### config.mk
export PLATFORM = sky130hd
export DESIGN_NAME = zero_trig_qualifier
export DESIGN_NICKNAME = d
export VERILOG_FILES = /design/src/rtl/zero_trig_qualifier.sv
export SDC_FILE = /design/constraint.sdc
export NUM_CORES = 1
export LEC_CHECK = 0
export BUFFER_PORTS_ARGS = -buffer_cell sky130_fd_sc_hd__buf_2
export CAP_MARGIN = 20
export CORE_ASPECT_RATIO = 0.7
export CORE_MARGIN = 2
export CORE_UTILIZATION = 52
export DETAILED_ROUTE_END_ITERATION = 16
export PLACE_DENSITY = 0.78
export SYNTH_ARGS = -nofsm -noshare
export SYNTH_HDL_FRONTEND = slang
export SYNTH_SLANG_ARGS = --single-unit
### constraint.sdc
create_clock -name data_clk_i -period 2.9 [get_ports data_clk_i]
set_input_delay 0.58 -clock data_clk_i [delete_from_list [all_inputs] [get_ports data_clk_i]]
set_output_delay 0.58 -clock data_clk_i [all_outputs]
set_load 0.1 [all_outputs]
### src/rtl/zero_trig_qualifier.sv
// Per-channel trigger qualifier feeding the ZERO-window counters: applies enable,
// continuous/burst arming, holdoff and burst limit, and emits one registered pulse.
module zero_trig_qualifier #(
  parameter int POS_W   = 2,
  parameter int HOLD_W  = 32,
  parameter int BURST_W = 16,
  parameter int CNT_W   = 32
) (
  input  logic               data_clk_i,
  input  logic               data_rst_n_i,
  input  logic               enable_i,
  input  logic               mode_i,
  input  logic               arm_i,
  input  logic [HOLD_W-1:0]  holdoff_i,
  input  logic [BURST_W-1:0] burst_len_i,
  input  logic               clr_cnt_i,
  input  logic               trig_rise_i,
  input  logic [POS_W-1:0]   trig_pos_i,
  output logic               qual_trig_o,
  output logic [POS_W-1:0]   qual_pos_o,
  output logic [1:0]         state_o,
  output logic [CNT_W-1:0]   accepted_cnt_o,
  output logic [CNT_W-1:0]   rejected_cnt_o
);

  typedef enum logic [1:0] {
    S_IDLE  = 2'd0,
    S_ARMED = 2'd1,
    S_HOLD  = 2'd2,
    S_DONE  = 2'd3
  } state_t;

  state_t             state_q;
  logic [HOLD_W-1:0]  hold_cnt_q;
  logic [BURST_W-1:0] burst_cnt_q;
  logic               mode_q;
  logic               qual_trig_q;
  logic [POS_W-1:0]   qual_pos_q;
  logic [CNT_W-1:0]   acc_cnt_q, acc_cnt_d;
  logic [CNT_W-1:0]   rej_cnt_q, rej_cnt_d;

  logic               rearm;
  logic               accept;
  logic               reject;
  logic [BURST_W:0]   burst_inc;
  logic [BURST_W:0]   burst_lim;
  logic               burst_hit;

  // mode_q remembers whether the channel was armed in burst mode, so a stray arm_i
  // in continuous operation never aborts holdoff or steals a trigger.
  always_comb begin
    rearm     = enable_i && arm_i &&
                ((state_q == S_DONE) ||
                 (((state_q == S_ARMED) || (state_q == S_HOLD)) && mode_q));
    accept    = enable_i && trig_rise_i && (state_q == S_ARMED) && !rearm;
    reject    = enable_i && trig_rise_i && (state_q != S_IDLE) && !accept;
    burst_inc = {1'b0, burst_cnt_q} + {{BURST_W{1'b0}}, 1'b1};
    burst_lim = (burst_len_i == '0) ? {{BURST_W{1'b0}}, 1'b1} : {1'b0, burst_len_i};
    burst_hit = mode_i && (burst_inc >= burst_lim);
  end

  always_comb begin
    acc_cnt_d = acc_cnt_q;
    rej_cnt_d = rej_cnt_q;
    if (clr_cnt_i) begin
      acc_cnt_d = '0;
      rej_cnt_d = '0;
    end else begin
      if (accept && (acc_cnt_q != '1)) acc_cnt_d = acc_cnt_q + 1'b1;
      if (reject && (rej_cnt_q != '1)) rej_cnt_d = rej_cnt_q + 1'b1;
    end
  end

  always_ff @(posedge data_clk_i or negedge data_rst_n_i) begin
    if (!data_rst_n_i) begin
      acc_cnt_q <= '0;
      rej_cnt_q <= '0;
    end else begin
      acc_cnt_q <= acc_cnt_d;
      rej_cnt_q <= rej_cnt_d;
    end
  end

  always_ff @(posedge data_clk_i or negedge data_rst_n_i) begin
    if (!data_rst_n_i) begin
      state_q     <= S_IDLE;
      hold_cnt_q  <= '0;
      burst_cnt_q <= '0;
      mode_q      <= 1'b0;
      qual_trig_q <= 1'b0;
      qual_pos_q  <= '0;
    end else begin
      qual_trig_q <= accept;
      if (accept) qual_pos_q <= trig_pos_i;
      if (!enable_i) begin
        state_q    <= S_IDLE;
        hold_cnt_q <= '0;
      end else if (rearm) begin
        state_q     <= S_ARMED;
        burst_cnt_q <= '0;
        hold_cnt_q  <= '0;
      end else begin
        case (state_q)
          S_IDLE: begin
            if (!mode_i) begin
              state_q <= S_ARMED;
              mode_q  <= 1'b0;
            end else if (arm_i) begin
              state_q     <= S_ARMED;
              mode_q      <= 1'b1;
              burst_cnt_q <= '0;
            end
          end
          S_ARMED: begin
            if (accept) begin
              hold_cnt_q <= holdoff_i;
              mode_q     <= mode_i;
              if (mode_i) burst_cnt_q <= burst_inc[BURST_W-1:0];
              if (burst_hit)            state_q <= S_DONE;
              else if (holdoff_i != '0) state_q <= S_HOLD;
            end
          end
          S_HOLD: begin
            hold_cnt_q <= hold_cnt_q - 1'b1;
            if (hold_cnt_q <= {{(HOLD_W-1){1'b0}}, 1'b1}) state_q <= S_ARMED;
          end
          default: ;
        endcase
      end
    end
  end

  assign qual_trig_o    = qual_trig_q;
  assign qual_pos_o     = qual_pos_q;
  assign state_o        = state_q;
  assign accepted_cnt_o = acc_cnt_q;
  assign rejected_cnt_o = rej_cnt_q;

endmodule

Word level (Yosys, flattened, before mapping)
Cells that the tools add are included.
{"block": "totals", "register_bits": 118, "input_bits": 57, "wordCells": 87}
{"block": "classes", "addsub": 4, "magnitude_cmp": 2, "eq_ne": 17, "muxes": 28, "bitwise_logic": 1, "reduce_logical": 27}
{"operator": "32-bit 2-to-1 mux", "count": 7}
{"operator": "16-bit 2-to-1 mux", "count": 6}
{"operator": "32-bit by 1-bit adder with 32-bit output, second input constant", "count": 2}
{"operator": "32-bit inequality test, second input constant", "count": 2}
{"operator": "32-bit one-hot mux with 2 select lines", "count": 1}
{"operator": "32-bit by 1-bit <= comparator with 1-bit output, second input constant", "count": 1}
{"operator": "16-bit one-hot mux with 2 select lines", "count": 1}
{"operator": "32-bit nonzero test", "count": 1}
{"operator": "32-bit by 1-bit subtractor with 32-bit output, second input constant", "count": 1}
{"operator": "16-bit by 1-bit adder with 17-bit output, second input constant", "count": 1}
{"operator": "17-bit by 16-bit >= comparator with 1-bit output", "count": 1}
{"operator": "16-bit zero test", "count": 1}
{"operator": "2-bit 2-to-1 mux", "count": 8}
{"operator": "3-bit inequality test, second input constant", "count": 5}
{"operator": "1-bit logical AND", "count": 11}
{"operator": "5-bit AND reduction", "count": 2}
{"operator": "2-bit nonzero test", "count": 4}
{"operator": "2-bit one-hot mux with 3 select lines", "count": 1}
{"operator": "6-bit AND reduction", "count": 1}
{"operator": "5-bit by 1-bit inequality test with 1-bit output, second input constant", "count": 1}
{"operator": "5-bit by 4-bit inequality test with 1-bit output, second input constant", "count": 1}
{"operator": "5-bit inequality test, second input constant", "count": 1}
{"operator": "2-bit equality test, second input constant", "count": 2}
{"operator": "4-bit by 1-bit inequality test with 1-bit output, second input constant", "count": 1}
{"operator": "other kinds (12)", "count": 16}

Logic depth before layout (Yosys ltp)
Gate-level depths: netlist of the first run.
{"block": "depth", "word_depth": 12, "mapped_depth": 14}

Worst setup path before layout of the first run
No wires, ideal clock.
{"block": "synth_timing", "path_type": "reg2reg", "startpoint": "register state_q[0], in the netlist state_o[0]", "endpoint": "register acc_cnt_q[26], in the netlist accepted_cnt_o[26]", "t_arrival_ns": 3.210, "slack_ns": -0.441, "stages_incl_launch_ff": 10, "path_cell_list": "dfrtp_1 inv_1 ha_1 a21o_1 a211o_1 or4_4 buf_6 nor4b_4 xnor2_1 nor2_1"}
{"block": "synth_via", "elab_chain_len": 9, "elab_cells_between_ends": 12, "cone_classes": "eq/ne (3); reduce/logical (9)"}
{"element": "from (decl)", "line_no": "33", "text": "state_t state_q;"}
{"element": "from (signal assigned)", "line_no": "86", "text": "state_q <= S_IDLE;"}
{"element": "from (signal assigned)", "line_no": "96", "text": "state_q <= S_IDLE;"}
{"element": "from (signal assigned)", "line_no": "99", "text": "state_q <= S_ARMED;"}
{"element": "2-bit by 1-bit equality test with 1-bit output / 2-bit equality test (equally long branches)", "line_no": "54, 55"}
{"element": "1-bit logical OR", "line_no": "54", "text": "(((state_q == S_ARMED) || (state_q == S_HOLD)) && mode_q));"}
{"element": "1-bit logical AND", "line_no": "54"}
{"element": "1-bit logical OR", "line_no": "53", "text": "((state_q == S_DONE) ||"}
{"element": "1-bit logical AND", "line_no": "52", "text": "rearm = enable_i && arm_i &&"}
{"element": "1-bit zero test", "line_no": "55", "text": "accept = enable_i && trig_rise_i && (state_q == S_ARMED) && !rearm;"}
{"element": "1-bit logical AND *", "line_no": "55"}
{"element": "1-bit logical AND *", "line_no": "69", "text": "if (accept && (acc_cnt_q != '1)) acc_cnt_d = acc_cnt_q + 1'b1;"}
{"element": "2-bit nonzero test (no line) *"}
{"element": "to (signal assigned)", "line_no": "79", "text": "acc_cnt_q <= acc_cnt_d;"}
{"element": "to (decl)", "line_no": "39", "text": "logic [CNT_W-1:0] acc_cnt_q, acc_cnt_d;"}
Every way passes the cells marked *; elsewhere a longest branch is shown, timed or not.
A chain may end at the register's enable or synchronous reset.

Final worst setup path of the first run
{"block": "layout_timing", "startpoint": "register burst_cnt_q[0]", "endpoint": "register state_q[0], in the netlist state_o[0]"}
{"block": "layout_via", "elab_chain_len": 8, "elab_cells_between_ends": 10, "cone_classes": "add/sub (1); order compare (1); eq/ne (1); mux (5); reduce/logical (2)"}
{"element": "from (decl)", "line_no": "35", "text": "logic [BURST_W-1:0] burst_cnt_q;"}
{"element": "from (signal assigned)", "line_no": "118", "text": "if (mode_i) burst_cnt_q <= burst_inc[BURST_W-1:0];"}
{"element": "16-bit by 1-bit adder with 17-bit output *", "line_no": "57", "text": "burst_inc = {1'b0, burst_cnt_q} + {{BURST_W{1'b0}}, 1'b1};"}
{"element": "17-bit by 16-bit >= comparator with 1-bit output *", "line_no": "59", "text": "burst_hit = mode_i && (burst_inc >= burst_lim);"}
{"element": "1-bit logical AND *", "line_no": "59"}
{"element": "2-bit 2-to-1 mux", "line_no": "119", "text": "if (burst_hit) state_q <= S_DONE;"}
{"element": "2-bit 2-to-1 mux", "line_no": "115", "text": "if (accept) begin"}
{"element": "2-bit one-hot mux with 3 select lines", "line_no": "103", "text": "case (state_q)"}
{"element": "2-bit 2-to-1 mux", "line_no": "98", "text": "end else if (rearm) begin"}
{"element": "2-bit 2-to-1 mux", "line_no": "95", "text": "if (!enable_i) begin"}
{"element": "to (signal assigned)", "line_no": "96"}
{"element": "to (signal assigned)", "line_no": "99"}
{"element": "to (signal assigned)", "line_no": "106", "text": "state_q <= S_ARMED;"}
Every way passes the cells marked *; elsewhere a longest branch is shown, timed or not. The select of a mux whose other input is x is not followed.

==> out/qor.csv, run 1 <==
stage,metric,value,unit
run_status,status,"finished, final reports clean",
synthesis,yosys warns,0,
sta,clock period minus worst slack,2.79,ns
placement,Cells after DPL,1189,
global_routing,GR peak layer,met1,
die,IO Count,126,
global_routing,Tot GR Track Use,27.5,%
clock_network,CTS tree,done,
detailed_routing,post-DR wirelength/cell,17.0,um
global_routing,vias in the first global route,6798,
sta,Hold Slack,0.112,ns
setup_path,worst setup path category,flop to flop,
setup_path,worst-path maximum fanout,5,
sta,final setup vio count,0,
synthesis,sequential area share after synthesis,39.2,%
detailed_routing,Remaining DRCs,0,
global_routing,initial antenna violation count,1,
synthesis,Synth Cell Area,7530,sq um
synthesis,"area leader, netlist",dfrtp_1,
die,Die Span X,148,um
global_routing,met1 GRT Util,41.5,%
global_routing,met2 global-route usage,40.0,%
detailed_routing,post-route ant nets,0,
sta,worst setup margin,0.108,ns
layout,Fillers,1216,
die,die area,15500,sq um
power_and_ir_drop,IR Drop Worst-Case VDD,0.460,mV
sta,RSZ-0062 raised after global routing,true,
placement,GPL Wtd Cong,0.928,
detailed_routing,via count,7301,
clock_network,Clock Sinks,118,
sta,Fmax,0.358,GHz
setup_path,CP startpoint kind,flop,
synthesis,Post-Synthesis Cells,874,
synthesis,Synth Flop Type,dfrtp_1,
synthesis,syn avg cell area,8.62,sq um
setup_path,worst path arrival time,3.08,ns
layout,P&R area growth vs syn,22.0,%
placement,IO buf count,125,
sta,count of final hold-check violations,0,
global_routing,largest net degree at the start of global routing,64,
synthesis,largest cells by area after synthesis,"dfrtp_1 39%, nor2_1 4.9%, o21ai_0 4.5%, ha_1 4.2%, a21oi_1 3.7%",
layout,Finished Layout Cells,1224,
clock_network,clk_lat worst skew,0.42,ns
synthesis,Async SR Flop Fraction,100,%
placement,post-DP HPWL,14.9,mm
sta,skew final,0.0139,ns
synthesis,synth unique cells,71,
setup_path,Setup crit end kind,flop,
global_routing,GRT overflow,0,
global_routing,first-pass GRT wire length,34.3,mm
clock_network,total CTS buffers,17,
detailed_routing,DR iter-0 viols,462,
clock_network,Clock Pin Slew Worst Setup and Hold Paths,0.05,ns
detailed_routing,drt pass-1 iters,7,
layout,Final nets,1102,
setup_path,"Req. time, crit path",3.19,ns
detailed_routing,Via density,5.96,
placement,pre-CTS setup slack,0.0698,ns
global_routing,GRT met3 Usage,5.15,%
die,row cnt,36,
synthesis,Yosys reg bits,118,
die,Core ar.,14100,sq um
die,Chip Height,105,um
clock_network,Clock Path Buffers,2,
clock_network,H-tree depth,4,
job,Max-cap violations,0,
clock_network,Root Driver,clkbuf_16,
sta,Slew HR,42.0,%
die,Initial Util,53.6,%
power_and_ir_drop,power per cell area,772,nW/um^2
power_and_ir_drop,Tot Pwr,0.00709,W
layout,layout cells sized above 1,22.4,%
sta,fin. max-slew vios,0,
sta,post-route setup TNS,0,ns
synthesis,syn_nets,956,
detailed_routing,routed wire length,20.8,mm
synthesis,Post-synth EDFFs,0,
hold_path,HP Class,input port to async pin,
sta,Worst Tran Pin Value,0.869,ns
power_and_ir_drop,leakage power,4.25,nW
sta,post-route clock period utilization,96.3,%
synthesis,Synth top area share,39.2,%
setup_path,r2r setup slk,0.11,ns
through the flow:
step / area [sq um] / utilization [%]
2_1_floorplan: 7550 / -
3_3_place_gp: 8560 / 60.9
3_5_place_dp: 8560 / 60.9
4_1_cts: 9160 / 65.2
5_1_grt: 9190 / 65.4
6_report: 9190 / 65.4
cell families (layout without fill, tap and decap cells):
logic type | count (synthesis) | in the layout | share of synthesized area (%)
DFF | 118 | 118 | 39.2
xor gates and xnor gates | 58 | 58 | 6.74
other | 0 | 1 | 0
buffers and inverters | 62 | 221 | 3.34
muxes | 12 | 12 | 1.68
and+or+nand+nor | 410 | 410 | 29.6
adders and majority gates | 25 | 25 | 4.15
AOI/OAI and AO/OA | 189 | 189 | 15.2
registers in the layout (all words and copies together), names as in the netlist:
| signal | flops |
|---|---|
| state_o | 2 |
| hold_cnt_q | 32 |
| qual_trig_o | 1 |
| accepted_cnt_o | 32 |
| qual_pos_o | 2 |
| rejected_cnt_o | 32 |
| mode_q | 1 |
| burst_cnt_q | 16 |
synthesized netlist by cell type (all sizes together), types with 20 or more instances:
cell type,n
nor4,31
nor3,26
inv,28
nand2,73
a21oi,56
nor2,101
or3,26
and3,20
nand4,32
dfrtp,118
o21ai,70
clkbuf,29
ha,25
xnor2,26
xor2,32
nand3,38
power by group:
part	internal, W	leakage (nW)	switching, W	total [W]
sequential	0.00191	1.61	0.000292	0.00220
combinational	0.000982	2.36	0.00182	0.00280
clock	0.00131	0.278	0.000787	0.00209
critical path, stage by stage (launching register included):
cell	delay, ns
dfrtp_1	0.40
and3_4	0.21
and4_1	0.21
and3_1	0.20
buf_4	0.15
xor2_1	0.14
ha_1	0.33
a21oi_1	0.15
a21oi_1	0.09
nor3_2	0.17
a21boi_1	0.12
o21a_1	0.19
a311o_1	0.30
repair_timing:
item | CTS | global route
gates resized for setup | 1 | 7
pin swaps | 0 | 1
setup buffers | 2 | 0
endpoints found under the setup margin | 1 | 4
hold buffers | 0 | 0
final cells by class:
cell class	instances	area [sq um]	area share (%)
clock buffers	20	457	4.97
multi-input cells	694	4380	47.7
flip-flops and latches	118	2960	32.2
well taps	190	238	2.59
diodes	1	2.50	0.0272
repair buffers	160	916	9.97
inverters	29	109	1.18
clock inverters	12	128	1.39
routing by layer:
metal,vias to the layer above,wire length [um]
met5,-,0
met4,0,214
met3,26,1590
met2,296,9170
met1,3473,9810
li1,3506,-
final timing paths:
path                                 from               to  depth (start not counted)
setup / recovery           burst_cnt_q[0]       state_o[0]                         12
hold / removal               data_rst_n_i  burst_cnt_q[11]                          1
setup reg to reg           burst_cnt_q[0]       state_o[0]                         12
hold reg to reg            hold_cnt_q[17]   hold_cnt_q[17]                          2
max in group asynchronous    data_rst_n_i   hold_cnt_q[23]                          2
min in group data_clk_i     trig_pos_i[1]    qual_pos_o[1]                          2
layout by cell type (no fill, tap or decap), drive strengths merged, types with 6 or more instances in the layout:
master  synthesis  layout
or4            13      13
buf             4     160
nor4           31      31
nand3          38      38
ha             25      25
clkinv          1       6
nor2          101     101
and4           13      13
a221oi          6       6
nor3           26      26
o31ai           6       6
a211oi          6       6
clkbuf         29      20
nand4          32      32
and3           20      20
and2           10      10
nand2          73      73
dfrtp         118     118
nor3b           8       8
or3            26      26
nand2b          6       6
xor2           32      32
mux2i           7       7
a21o            6       6
o21ai          70      70
inv            28      29
xnor2          26      26
a21oi          56      56
Power figures use the tool's default switching activity.
==> run 2: changes to the inputs <==
- CORE_UTILIZATION: 52 -> 42
- GPL_TIMING_DRIVEN: default -> 0
- PLACE_DENSITY: 0.78 -> default
==> out/qor.csv, run 2 (synthesized netlist as in run 1, its figures left out) <==
stage,metric,value,unit,change
layout,n_diodes,0,,-1
setup_path,"Req. time, crit path",3.21,ns,+0.02 ns
setup_path,worst-path maximum fanout,5,,unchanged
power_and_ir_drop,combinational power share,39.1,%,-0.3 points
global_routing,largest net degree at the start of global routing,61,,-4.7%
layout,P&R area growth vs syn,24.8,%,
power_and_ir_drop,Clock Power Share,31.0,%,+1.5 points
power_and_ir_drop,Int Power,0.00433,W,+3.2%
die,die area,19000,sq um,+23%
sta,skew final,0.0127,ns,-0.00126 ns
clock_network,Root Driver,clkbuf_16,,
run_status,status,"complete, but fails checks",,
placement,post-DP HPWL,16.1,mm,+8.2%
layout,Final nets,1111,,+0.82%
layout,"leading cell type in the layout, fill and taps excluded",buf_2,,
die,Core ar.,17400,sq um,+24%
placement,GPL Wtd Cong,0.899,,-3.1%
placement,IO buf count,125,,unchanged
sta,Hold Slack,0.119,ns,+0.00689 ns
global_routing,Tot GR Track Use,24.2,%,-3.3 points
layout,most frequent cells in the layout,"126 x buf_2, 116 x dfrtp_1, 95 x nor2_1, 72 x nand2_1, 67 x o21ai_0",,
sta,RSZ-0062 raised after global routing,true,,
detailed_routing,Via density,5.77,,-3.2%
setup_path,R2R depth,14,,+2
detailed_routing,DR iter-0 viols,581,,+26%
setup_path,Setup crit end kind,flop,,
layout,layout cells sized above 1,23.0,%,+0.67 points
setup_path,FF-to-FF Start,burst_cnt_q[0],,
global_routing,vias in the first global route,6703,,-1.4%
clock_network,Clock Path Buffers,2,,unchanged
sta,fin. max-slew vios,0,,unchanged
power_and_ir_drop,power per cell area,783,nW/um^2,+1.4%
detailed_routing,Remaining DRCs,0,,unchanged
die,Initial Util,43.4,%,-10 points
clock_network,CTS tree,done,,
detailed_routing,drt pass-1 iters,5,,-2
power_and_ir_drop,Tot Pwr,0.00736,W,+3.7%
clock_network,H-tree depth,4,,unchanged
die,Die Span X,164,um,+11%
clock_network,Clock Pin Slew Worst Setup and Hold Paths,0.06,ns,about the same
die,row cnt,40,,+11%
detailed_routing,routed wire length,22.6,mm,+8.9%
sta,Worst Tran Pin Value,0.723,ns,-0.146 ns
clock_network,clk_lat worst skew,0.43,ns,about the same
run_status,failing checks,setup timing,,
sta,count of final hold-check violations,0,,unchanged
sta,worst setup margin,-0.0631,ns,-0.172 ns
sta,clock period minus worst slack,2.96,ns,+0.172 ns
global_routing,first-pass GRT wire length,35.8,mm,+4.3%
detailed_routing,post-route ant nets,0,,unchanged
sta,post-route clock period utilization,102,%,+5.9 points
setup_path,worst setup path category,flop to flop,,
clock_network,Clock Sinks,118,,unchanged
setup_path,r2r setup slk,-0.06,ns,-0.17 ns
sta,final setup vio count,1,,+1
detailed_routing,via count,7351,,+0.68%
die,Chip Height,116,um,+11%
die,IO Count,126,,unchanged
setup_path,CP startpoint kind,flop,,
clock_network,total CTS buffers,17,,unchanged
global_routing,GRT overflow,0,,unchanged
job,Max-cap violations,0,,unchanged
layout,final core occ,54.1,%,-11 points
power_and_ir_drop,leakage power,4.23,nW,-0.33%
power_and_ir_drop,switching power,0.00302,W,+4.5%
sta,Slew HR,51.4,%,+9.4 points
detailed_routing,post-DR wirelength/cell,17.8,um,+4.7%
power_and_ir_drop,IR Drop Worst-Case VDD,0.430,mV,-6.4%
power_and_ir_drop,sequential share of power,30.0,%,-1.1 points
sta,Fmax,0.337,GHz,-5.8%
hold_path,HP Class,input port to async pin,,
placement,Cells after DPL,1231,,+3.5%
setup_path,r2r endpoint,state_o[0],,
power_and_ir_drop,Switching Fraction,41.1,%,+0.31 points
layout,Finished Layout Cells,1273,,+4.0%
setup_path,worst path arrival time,3.27,ns,+0.19 ns
global_routing,initial antenna violation count,0,,-1
-- run 2: cell types whose count changed in the layout (fill, tap and decap cells not counted), moves of 4 or more --
cell      delta
buf_4       -23
buf_6        +5
clkbuf_1    +23
clkbuf_2     +4
-- run 2: power groups by stage --
stage	Combinational (W)	Clock [W]	Sequential, W
CTS	0.00275	0.00231	0.00219
finish	0.00288	0.00228	0.00220
detailed placement	0.00268	0	0.00222
floorplan	0.00173	0	0.00240
global placement	0.00265	0	0.00222
global route	0.00313	0.00238	0.00225
-- run 2: metal layers --
metal | vias to the layer above | GRT usage [%] | part of all wire, %
met5 | - | 0 | 0
met3 | 24 | 4.80 | 7.4
li1 | 3537 | - | -
met1 | 3540 | 37.3 | 51
met4 | 0 | 6.73 | 1.2
met2 | 250 | 34.1 | 41
-- run 2: layout make-up --
type | count | area (sq um)
multi-input cells | 694 | 4510
inverters | 29 | 110
flip-flops and latches | 118 | 2960
fillers | 1659 | 7970
well taps | 231 | 289
plain buffers | 32 | 158
clock inverters | 12 | 176
clock buffers | 20 | 447
repair buffers | 137 | 742
-- run 2: worst max-delay path by stage --
stage,cells after the start,start,endpoint,slack (ns)
after global placement,1,data_rst_n_i,state_o[1],-0.85
final,14,burst_cnt_q[0],state_o[0],-0.06
after global routing,14,burst_cnt_q[0],state_o[0],-0.22
after CTS,14,burst_cnt_q[0],state_o[0],-0.17
after floorplan,9,state_o[0],accepted_cnt_o[26],-0.009
after detailed placement,11,burst_cnt_q[0],state_o[0],-0.42
-- run 2: timing repair --
item | CTS | global route
gates resized for setup | 21 | 28
setup buffers | 4 | 7
pin swaps | 2 | 15
setup endpoints to repair | 49 | 48
hold buffers | 0 | 0
-- run 2: worst max-delay path, cell delays in order, from the launching register on --
cell      delay [ns]
dfrtp_1         0.41
and3_4          0.22
and4_1          0.20
buf_6           0.11
and3_4          0.17
buf_6           0.11
nand3_4         0.08
xnor2_2         0.16
ha_1            0.31
a211oi_2        0.19
nor2_1          0.07
nor3_2          0.24
a21boi_2        0.10
o21a_1          0.19
a311o_1         0.27
-- run 2: metrics by stage --
| stage | setup slack, ns | setup TNS, ns | cell area, sq um |
|---|---|---|---|
| after floorplan | -0.00933 | -0.00933 | 7550 |
| after global placement | -0.849 | -58.68 | 8460 |
| after detailed placement | -0.423 | -8.20 | 8500 |
| after CTS | -0.170 | -0.170 | 9230 |
| after global routing | -0.217 | -0.223 | 9400 |
| final | -0.0631 | -0.0631 | 9400 |
